<file path="src/rtl/mcu_spi_pkg.sv">
// Shared constants and FSM encoding for the MCU SPI register bank.
// Optional feature macro: MCU_SPI_FRAME_CNT_EN (frame counter at ADDR_FCNT).
package mcu_spi_pkg;

  localparam logic [6:0] ADDR_DATE    = 7'h00;
  localparam logic [6:0] ADDR_VER     = 7'h01;
  localparam logic [6:0] ADDR_DIPSW   = 7'h02;
  localparam logic [6:0] ADDR_SCRATCH = 7'h03;
  localparam logic [6:0] ADDR_CTRL    = 7'h04;
  localparam logic [6:0] ADDR_FCNT    = 7'h05;

  localparam logic [31:0] RD_DEFAULT = 32'hDEAD_BEEF;

  // Bit counter values on the last bit of each frame section.
  localparam logic [5:0] CNT_CMD_LAST  = 6'd7;
  localparam logic [5:0] CNT_DATA_LAST = 6'd31;

  typedef enum logic [1:0] {
    ST_IDLE,
    ST_CMD,
    ST_DATA,
    ST_DONE
  } spi_state_e;

endpackage

</file>
<file path="src/rtl/spi_sync_edge.sv">
// Two-flop synchronizer for an asynchronous pin with registered rise/fall
// pulses; pin edge to pulse is three clk cycles.
module spi_sync_edge (
  input  logic clk,
  input  logic rst_n,
  input  logic d,
  output logic rise,
  output logic fall
);

  logic s1_q, s2_q, s3_q;
  logic rise_d, rise_q;
  logic fall_d, fall_q;

  // Compare synchronized level against its previous value.
  always_comb begin
    rise_d = s2_q & ~s3_q;
    fall_d = ~s2_q & s3_q;
  end

  // Synchronizer chain and edge pulse registers.
  always_ff @(posedge clk or negedge rst_n) begin
    if (!rst_n) begin
      s1_q   <= 1'b0;
      s2_q   <= 1'b0;
      s3_q   <= 1'b0;
      rise_q <= 1'b0;
      fall_q <= 1'b0;
    end else begin
      s1_q   <= d;
      s2_q   <= s1_q;
      s3_q   <= s2_q;
      rise_q <= rise_d;
      fall_q <= fall_d;
    end
  end

  assign rise = rise_q;
  assign fall = fall_q;

endmodule

</file>
<file path="src/rtl/mcu_spi_regbank.sv">
// SPI mode-0 slave register bank for the MCU, oversampled in the clk domain.
// Frame: 8-bit command (R/W, addr[6:0]) then 32-bit data word, MSB first.
// Optional feature macro: MCU_SPI_FRAME_CNT_EN enables the frame counter.
module mcu_spi_regbank
  import mcu_spi_pkg::*;
#(
  parameter logic [31:0] SYN_DATE = 32'h1911_0100,
  parameter logic [7:0]  FPGA_VER = 8'h00,
  parameter logic [31:0] CTRL_RST = 32'h0000_0000
) (
  input  logic        clk,
  input  logic        rst_n,
  input  logic        spi_sck,
  input  logic        spi_nss,
  input  logic        spi_mosi,
  output logic        spi_miso,
  input  logic [7:0]  dipsw,
  output logic [31:0] ctrl,
  output logic        wr_stb,
  output logic [6:0]  wr_addr,
  output logic [31:0] wr_data
);

  logic sck_rise, sck_fall, nss_rise, nss_fall;
  logic mosi_s1_q, mosi_s2_q;

  spi_sync_edge u_sck (.clk(clk), .rst_n(rst_n), .d(spi_sck), .rise(sck_rise), .fall(sck_fall));
  spi_sync_edge u_nss (.clk(clk), .rst_n(rst_n), .d(spi_nss), .rise(nss_rise), .fall(nss_fall));

  // MOSI needs only a synchronizer; it is stable around each SCK rise.
  always_ff @(posedge clk or negedge rst_n) begin
    if (!rst_n) begin
      mosi_s1_q <= 1'b0;
      mosi_s2_q <= 1'b0;
    end else begin
      mosi_s1_q <= spi_mosi;
      mosi_s2_q <= mosi_s1_q;
    end
  end

  spi_state_e  state_q, state_d;
  logic [5:0]  cnt_q, cnt_d;
  logic [31:0] sr_q, sr_d;
  logic        rw_q, rw_d;
  logic [6:0]  addr_q, addr_d;
  logic [31:0] ctrl_q, ctrl_d;
  logic [31:0] scratch_q, scratch_d;
  logic        wr_stb_q, wr_stb_d;
  logic [6:0]  wr_addr_q, wr_addr_d;
  logic [31:0] wr_data_q, wr_data_d;
`ifdef MCU_SPI_FRAME_CNT_EN
  logic [31:0] fcnt_q, fcnt_d;
`endif

  logic [6:0]  cmd_addr;
  logic [31:0] rd_data;
  logic [31:0] shift_word;

  // Read mux, evaluated with the address completing on the 8th SCK rise.
  always_comb begin
    cmd_addr = {sr_q[5:0], mosi_s2_q};
    unique case (cmd_addr)
      ADDR_DATE:    rd_data = SYN_DATE;
      ADDR_VER:     rd_data = {24'h0, FPGA_VER};
      ADDR_DIPSW:   rd_data = {24'h0, dipsw};
      ADDR_SCRATCH: rd_data = scratch_q;
      ADDR_CTRL:    rd_data = ctrl_q;
`ifdef MCU_SPI_FRAME_CNT_EN
      ADDR_FCNT:    rd_data = fcnt_q;
`endif
      default:      rd_data = RD_DEFAULT;
    endcase
  end

  // FSM state register.
  always_ff @(posedge clk or negedge rst_n) begin
    if (!rst_n) state_q <= ST_IDLE;
    else        state_q <= state_d;
  end

  // Next state; NSS rising is applied after the SCK edge so a coincident last rise still completes.
  always_comb begin
    state_d = state_q;
    unique case (state_q)
      ST_IDLE: if (nss_fall) state_d = ST_CMD;
      ST_CMD:  if (sck_rise && cnt_q == CNT_CMD_LAST) state_d = ST_DATA;
      ST_DATA: if (sck_rise && cnt_q == CNT_DATA_LAST) state_d = ST_DONE;
      ST_DONE: state_d = ST_DONE;
    endcase
    if (nss_rise) state_d = ST_IDLE;
  end

  // Datapath: shifting, command latch, read load and write commit.
  always_comb begin
    cnt_d      = cnt_q;
    sr_d       = sr_q;
    rw_d       = rw_q;
    addr_d     = addr_q;
    ctrl_d     = ctrl_q;
    scratch_d  = scratch_q;
    wr_stb_d   = 1'b0;
    wr_addr_d  = wr_addr_q;
    wr_data_d  = wr_data_q;
`ifdef MCU_SPI_FRAME_CNT_EN
    fcnt_d     = fcnt_q;
`endif
    shift_word = {sr_q[30:0], mosi_s2_q};
    unique case (state_q)
      ST_IDLE: if (nss_fall) cnt_d = '0;
      ST_CMD: begin
        if (sck_rise) begin
          cnt_d = cnt_q + 6'd1;
          sr_d  = shift_word;
          if (cnt_q == CNT_CMD_LAST) begin
            cnt_d  = '0;
            rw_d   = sr_q[6];
            addr_d = cmd_addr;
            sr_d   = sr_q[6] ? rd_data : '0;
          end
        end
      end
      ST_DATA: begin
        if (sck_rise) begin
          cnt_d = cnt_q + 6'd1;
          if (!rw_q) sr_d = shift_word;
          if (cnt_q == CNT_DATA_LAST) begin
`ifdef MCU_SPI_FRAME_CNT_EN
            fcnt_d = fcnt_q + 32'd1;
`endif
            if (!rw_q) begin
              wr_stb_d  = 1'b1;
              wr_addr_d = addr_q;
              wr_data_d = shift_word;
              if (addr_q == ADDR_SCRATCH) scratch_d = shift_word;
              if (addr_q == ADDR_CTRL)    ctrl_d    = shift_word;
            end
          end
        end else if (sck_fall && rw_q && cnt_q != '0) begin
          // The fall right after the command byte must keep bit 31 on the pin.
          sr_d = {sr_q[30:0], 1'b0};
        end
      end
      ST_DONE: cnt_d = cnt_q;
    endcase
  end

  // Datapath and register bank flops.
  always_ff @(posedge clk or negedge rst_n) begin
    if (!rst_n) begin
      cnt_q     <= '0;
      sr_q      <= '0;
      rw_q      <= 1'b0;
      addr_q    <= '0;
      ctrl_q    <= CTRL_RST;
      scratch_q <= '0;
      wr_stb_q  <= 1'b0;
      wr_addr_q <= '0;
      wr_data_q <= '0;
`ifdef MCU_SPI_FRAME_CNT_EN
      fcnt_q    <= '0;
`endif
    end else begin
      cnt_q     <= cnt_d;
      sr_q      <= sr_d;
      rw_q      <= rw_d;
      addr_q    <= addr_d;
      ctrl_q    <= ctrl_d;
      scratch_q <= scratch_d;
      wr_stb_q  <= wr_stb_d;
      wr_addr_q <= wr_addr_d;
      wr_data_q <= wr_data_d;
`ifdef MCU_SPI_FRAME_CNT_EN
      fcnt_q    <= fcnt_d;
`endif
    end
  end

  assign spi_miso = (state_q == ST_DATA && rw_q) ? sr_q[31] : 1'b0;
  assign ctrl     = ctrl_q;
  assign wr_stb   = wr_stb_q;
  assign wr_addr  = wr_addr_q;
  assign wr_data  = wr_data_q;

endmodule

</file>
<file path="config.mk">
export PLATFORM = sky130hd
export DESIGN_NAME = mcu_spi_regbank
export DESIGN_NICKNAME = d
export VERILOG_FILES = /design/src/rtl/mcu_spi_pkg.sv /design/src/rtl/spi_sync_edge.sv /design/src/rtl/mcu_spi_regbank.sv
export SDC_FILE = /design/constraint.sdc
export NUM_CORES = 1
export LEC_CHECK = 0
export ABC_CLOCK_PERIOD_IN_PS = 3000
export CORE_ASPECT_RATIO = 0.8
export CORE_MARGIN = 3
export CORE_UTILIZATION = 56
export DETAILED_ROUTE_END_ITERATION = 16
export PLACE_DENSITY = 0.8
export SLEW_MARGIN = 20
export SYNTH_ARGS = -nofsm -noshare
export SYNTH_HDL_FRONTEND = slang
export SYNTH_HIERARCHICAL = 1
export SYNTH_SLANG_ARGS = --single-unit
</file>
<file path="constraint.sdc">
create_clock -name clk -period 3 [get_ports clk]
set_clock_uncertainty 0.05 [all_clocks]
set_input_delay 0.6 -clock clk [delete_from_list [all_inputs] [get_ports clk]]
set_output_delay 0.6 -clock clk [all_outputs]
set_load 0.01 [all_outputs]
</file>
# After elaboration in Yosys (flattened, before gate mapping)
# Index checks and enable logic that the tools add are counted.
# totals
elab_cells	91
reg_bits	164
# op_classes
n_mux	23
n_addsub	1
eq_ne	19
reduce_logical	16
n_bitwise	10
# op_table
op	count
2-to-1 mux 32 bit	6
one-hot mux 32 bit (5 select lines)	1
one-hot mux 32 bit (2 select lines)	1
2-to-1 mux 6 bit	4
equality test 7 x 2 -> 1 bit, second input constant	3
one-hot mux 6 bit (3 select lines)	1
equality test 7 x 3 -> 1 bit, second input constant	2
AND reduction 4 bit	3
AND reduction 5 bit	2
inequality test 3 x 2 -> 1 bit, second input constant	3
2-to-1 mux 2 bit	4
one-hot mux 2 bit (4 select lines)	1
equality test 7 x 1 -> 1 bit, second input constant	1
logical NOT 7 bit	1
adder 6 x 1 -> 6 bit, second input constant	1
equality test 6 x 3 -> 1 bit, second input constant	1
equality test 6 x 5 -> 1 bit, second input constant	1
inequality test 2 x 1 -> 1 bit, second input constant	3
inverter 1 bit	6
AND reduction 3 bit	2
nonzero test 6 bit	1
logical AND 1 bit	5
2-to-1 mux 1 bit	5
bitwise AND 1 bit	4
other kinds (6)	7

# Depth between registers and ports, before layout
# logic_depth
depth_word	6
depth_mapped	8
ltp_nobuf	6

# By module
# Netlist, hierarchy kept.
# modules_own_cells
module	cells_each	area_each_um2	instances
mcu_spi_regbank	649	7128.1	1
spi_sync_edge	7	140.1	2

# Worst setup path before layout
# No wires, ideal clock.
# synth_path
path_type	reg2reg
start	reg state_q[0]
end	reg cnt_q[2]
path_stages_with_launch	8
setup_time_ps	121
arrival_time_ps	1966
slack_ps	863
n_path_buf	1
required_time_ps	2829
path_cell_list	dfrtp_1 inv_1 ha_1 clkbuf_1 or2_2 a211oi_2 o21ai_0 a22o_1
# synth_via
elab_chain_len	3
elab_cells_between_ends	10
cone_classes	eq/ne (6); mux (1); bitwise (1); reduce/logical (2)
# synth_lines
element	line_no	rtl
start: declaration	mcu_spi_regbank.sv:41	spi_state_e state_q, state_d;
start signal: assignment	mcu_spi_regbank.sv:78	else state_q <= state_d;
equality test 2 x 1 -> 1 bit, or another cell as far along	mcu_spi_regbank.sv:108	unique case (state_q)
inequality test 2 x 1 -> 1 bit (no line) / inverter 1 bit (equally long branches)	n/a	
AND reduction 4 bit (no line)	n/a	
end signal: assignment	mcu_spi_regbank.sv:163	cnt_q <= cnt_d;
end: declaration	mcu_spi_regbank.sv:42	logic [5:0] cnt_q, cnt_d;
# Parallel ways exist; a longest one is shown, timed or not.
# A chain may end at the register's enable or synchronous reset.

# Worst setup path after layout
# layout_path
start	reg state_q[0]
end	out spi_miso
# layout_via
elab_chain_len	3
# layout_lines
element	line_no	rtl
equality test 2 bit	mcu_spi_regbank.sv:178	assign spi_miso = (state_q == ST_DATA && rw_q) ? sr_q[31] : 1'b0;
logical AND 1 bit	mcu_spi_regbank.sv:178	
2-to-1 mux 1 bit	mcu_spi_regbank.sv:178	
end: declaration	mcu_spi_regbank.sv:16	output logic spi_miso,
# No other way between the ends.

==> impl_metrics.prom <==
# TYPE chip_impl_metric gauge
chip_impl_metric{name="timing.setup.tns",unit="ns"} 0
chip_impl_metric{name="synth_sequential_area_ratio",unit="%"} 55.4
chip_impl_info{name="crit_path_top_delay_cell",value="sky130_fd_sc_hd__clkdlybuf4s50_1"} 1
chip_impl_metric{name="antenna_cells",unit=""} 0
chip_impl_metric{name="path_depth",unit=""} 4
chip_impl_metric{name="remaining_overflow_grt",unit=""} 0
chip_impl_info{name="clock_tree_from_tritoncts",value="yes"} 1
chip_impl_metric{name="grt_pass1_vias",unit=""} 5655
chip_impl_info{name="critPathCaptureType",value="primary output"} 1
chip_impl_info{name="synth_top_cells_by_area",value="sky130_fd_sc_hd__dfrtp_1 55%, sky130_fd_sc_hd__mux2_2 13%, sky130_fd_sc_hd__nand2_1 6.3%"} 1
chip_impl_metric{name="start_util",unit="%"} 59.0
chip_impl_metric{name="cts-htree-levels",unit=""} 4
chip_impl_metric{name="estimated_wirelength_of_the_detail_placed_design",unit="µm"} 12500
chip_impl_metric{name="layout.nets",unit=""} 759
chip_impl_metric{name="postSynthAreaPerCell",unit="µm²"} 11.2
chip_impl_metric{name="dieArea",unit="µm²"} 14700
chip_impl_metric{name="cts_resized",unit=""} 0
chip_impl_metric{name="cap_viol_max_count",unit=""} 0
chip_impl_info{name="worst_setup_path_start_kind",value="register"} 1
chip_impl_metric{name="placeableCoreArea",unit="µm²"} 12600
chip_impl_metric{name="route.detailed.vias_per_inst",unit=""} 6.06
chip_impl_metric{name="synth_seq_cells",unit=""} 164
chip_impl_metric{name="post-route-worst-setup-slack",unit="ns"} 0.232
chip_impl_metric{name="drt-initial-drc-count",unit=""} 550
chip_impl_metric{name="report.final.slew_viol_count",unit=""} 0
chip_impl_info{name="synth_ff_type",value="sky130_fd_sc_hd__dfrtp_1"} 1
chip_impl_metric{name="worst-r2r-setup-slack",unit="ns"} 0.47
chip_impl_info{name="crit_type",value="register to primary output"} 1
chip_impl_metric{name="max-clock-path-buffers",unit=""} 2
chip_impl_metric{name="syn-num-nets",unit=""} 683
chip_impl_metric{name="achievable-frequency",unit="MHz"} 361
chip_impl_metric{name="routed_wire_length_per_instance",unit="µm"} 20.0
chip_impl_metric{name="number_of_flops_mapped_to_enable_cells_by_yosys",unit=""} 0
chip_impl_metric{name="vdd.ir_drop.worst",unit="µV"} 462
chip_impl_metric{name="asyncSetResetFlopFracSynth",unit="%"} 100
chip_impl_metric{name="grtUsageTotal",unit="%"} 26.8
chip_impl_metric{name="post_detailed_route_count_of_antenna_violating_nets",unit=""} 0
chip_impl_metric{name="finalWorstPathRequiredPeriod",unit="ns"} 2.77
chip_impl_metric{name="drt_pass1_iterations",unit=""} 5
chip_impl_metric{name="final.period_utilization",unit="%"} 92.3
chip_impl_metric{name="worst-path-max-fanout",unit=""} 13
chip_impl_info{name="launching_element_of_the_worst_setup_path",value="state_q[0]"} 1
chip_impl_metric{name="setup_violations",unit=""} 0
chip_impl_metric{name="detail_route.drc_violations",unit=""} 0
chip_impl_metric{name="synth_warnings",unit=""} 6
chip_impl_metric{name="insertion_delay",unit="ns"} 0.42
chip_impl_info{name="cts_root_buffer",value="sky130_fd_sc_hd__clkbuf_16"} 1
chip_impl_metric{name="drt_wl_total",unit="µm"} 18400
chip_impl_metric{name="max-slew-margin-rel",unit="%"} 39.8
chip_impl_metric{name="finalHoldViolations",unit=""} 0
chip_impl_metric{name="fillers",unit=""} 867
chip_impl_metric{name="drive_above_1_share",unit="%"} 19.9
chip_impl_info{name="synth_largest_area_cell",value="sky130_fd_sc_hd__dfrtp_1"} 1
chip_impl_metric{name="postCtsHoldBufs",unit=""} 0
chip_impl_info{name="worst_path_dominant_cell_family",value="buffers and inverters"} 1
chip_impl_metric{name="yosys.cell_types.count",unit=""} 52
chip_impl_metric{name="pin_count_of_the_biggest_net_entering_global_routing",unit=""} 59
chip_impl_metric{name="dp_worst_setup_slack",unit="ns"} 0.527
chip_impl_metric{name="crit_buf_inv",unit=""} 2
chip_impl_metric{name="dr_total_vias",unit=""} 5580
chip_impl_info{name="critical_path.reg2reg.startpoint",value="state_q[0]"} 1
chip_impl_metric{name="ff2ff_path_depth",unit=""} 7
chip_impl_info{name="rsz0062_at_grt",value="no"} 1
chip_impl_metric{name="tritoncts_num_sinks",unit=""} 164
chip_impl_metric{name="power_density",unit="nW/µm²"} 686
chip_impl_metric{name="overall_die_height",unit="µm"} 109
chip_impl_metric{name="critPathRequiredTime",unit="ns"} 2.35
chip_impl_metric{name="area_growth_from_synthesis_to_layout",unit="%"} 21.7
chip_impl_info{name="crit_chain",value="inv_1 > ha_1 > and3_1 > clkdlybuf4s50_1"} 1
chip_impl_metric{name="fin_hold_ws",unit="ns"} 0.0752
chip_impl_metric{name="layout.area.seq",unit="µm²"} 4100
chip_impl_metric{name="tightest_slew",unit="ns"} 0.903
chip_impl_metric{name="p_leak",unit="nW"} 4.23
chip_impl_info{name="reg2reg_to",value="sr_q[13]"} 1
chip_impl_metric{name="die_w",unit="µm"} 135
chip_impl_info{name="hp-class",value="input port to async pin"} 1
chip_impl_metric{name="place_congestion",unit=""} 0.944
chip_impl_metric{name="multi_input_comb_area",unit="µm²"} 3080
chip_impl_metric{name="cp.arrival",unit="ns"} 2.12
chip_impl_metric{name="postCtsSetupBuffers",unit=""} 0
chip_impl_metric{name="synth_area",unit="µm²"} 7410
chip_impl_metric{name="cts.clk_slew.worst_paths",unit="ns"} 0.06
chip_impl_info{name="run_status",value="finished clean"} 1
chip_impl_metric{name="pin_count",unit=""} 86
chip_impl_metric{name="number_of_antenna_violations_at_the_first_check_in_global_routing",unit=""} 0
chip_impl_metric{name="port-buffer-count",unit=""} 85
chip_impl_metric{name="cpPeakStageDelay",unit="ns"} 0.53
chip_impl_metric{name="syn_inst_count",unit=""} 663
chip_impl_metric{name="std_cell_rows",unit=""} 36
chip_impl_metric{name="layout.core_utilization",unit="%"} 71.8
chip_impl_metric{name="yosysTopAreaCellShare",unit="%"} 55.4
chip_impl_metric{name="inserted_clock_buffers",unit=""} 17
chip_impl_metric{name="totalPowerFinal",unit="mW"} 6.19
chip_impl_metric{name="wire_length_of_the_first_global_routing_pass",unit="µm"} 30300
## cells in the final DEF, fill, tap and decap left out, types with 5 or more instances in the layout
cell type and count:
sky130_fd_sc_hd__buf_4 19, sky130_fd_sc_hd__o211ai_1 5, sky130_fd_sc_hd__ha_1 7, sky130_fd_sc_hd__dfrtp_1 164, sky130_fd_sc_hd__a31oi_1 8, sky130_fd_sc_hd__a22oi_1 14, sky130_fd_sc_hd__mux2_1 7, sky130_fd_sc_hd__o2bb2ai_1 9
sky130_fd_sc_hd__mux2_2 88, sky130_fd_sc_hd__a22o_1 14, sky130_fd_sc_hd__nand3_1 22, sky130_fd_sc_hd__a211oi_1 8, sky130_fd_sc_hd__nor2_1 8, sky130_fd_sc_hd__o21ai_0 37, sky130_fd_sc_hd__and3_1 5, sky130_fd_sc_hd__mux2i_1 9
sky130_fd_sc_hd__clkdlybuf4s50_1 84, sky130_fd_sc_hd__clkbuf_16 17, sky130_fd_sc_hd__nand2b_1 6, sky130_fd_sc_hd__inv_1 9, sky130_fd_sc_hd__nand2_1 125, sky130_fd_sc_hd__nand4_1 16
## layer usage
layer	share of wire, %	up-vias	global-route usage (%)
met3	7.5	24	6.37
met4	1.3	0	7.56
met1	45	2785	38.7
li1	-	2508	-
met5	0	-	0
met2	46	263	41.1
## registers in the layout (all words and copies together), names as in the netlist, 2 cells and up
name       count
scratch_q     32
addr_q         7
ctrl          32
sr_q          32
cnt_q          6
state_q        2
wr_data       32
wr_addr        7
## how the worst max path moves through the flow
stage	to	slack (ns)
floorplan	cnt_q[2]	0.86
global placement	sr_q[4]	0.60
detailed placement	sr_q[29]	0.53
CTS	spi_miso	0.23
global route	spi_miso	0.11
finish	spi_miso	0.23
## power by group
group          switching, mW  internal [mW]
registers              0.409           2.44
clock network          0.806           1.21
logic                  0.743          0.575
total                   1.96           4.23
## per-stage QoR
stage,std cells,cell area (µm²)
floorplan,663,7410
global placement,891,8470
detailed placement,891,8470
CTS,921,9020
global route,921,9020
finish,921,9020
## area by class of cell
class	instances	share of cell area [%]
Sequential cell	164	45.5
Clock buffer	25	5.49
Clock inverter	5	0.555
Tap cell	171	2.37
Multi-Input combinational cell	439	34.1
Inverter	11	0.458
Timing Repair Buffer	106	11.5
## synth_stat cells (8+ instances only)
master / n
sky130_fd_sc_hd__nor2_1: 8
sky130_fd_sc_hd__a22o_1: 14
sky130_fd_sc_hd__nand3_1: 22
sky130_fd_sc_hd__o2bb2ai_1: 9
sky130_fd_sc_hd__inv_1: 9
sky130_fd_sc_hd__nand2_1: 125
sky130_fd_sc_hd__buf_2: 13
sky130_fd_sc_hd__a22oi_1: 14
sky130_fd_sc_hd__clkbuf_1: 29
sky130_fd_sc_hd__a211oi_1: 8
sky130_fd_sc_hd__o21ai_0: 37
sky130_fd_sc_hd__mux2_2: 88
sky130_fd_sc_hd__a31oi_1: 8
sky130_fd_sc_hd__mux2i_1: 9
sky130_fd_sc_hd__nand4_1: 16
sky130_fd_sc_hd__dfrtp_1: 164
## worst reg2reg max path: cells and delay by family (launching register included)
| family | cells | cell delay (ns) |
|---|---|---|
| buffers and inverters | 2 | 0.52 |
| AOI/OAI and AO/OA | 1 | 0.17 |
| DFF | 1 | 0.42 |
| muxes | 1 | 0.41 |
| adders and majority gates | 1 | 0.38 |
| and+or+nand+nor | 2 | 0.46 |
## cell families after synthesis
family,Yosys count,share of synthesized area [%]
muxes,104,15.7
buffers and inverters,60,3.28
AOI/OAI and AO/OA,115,10.7
and+or+nand+nor,213,13.8
DFF,164,55.4
adders and majority gates,7,1.18
No activity file was read; power rests on OpenSTA's default activity.
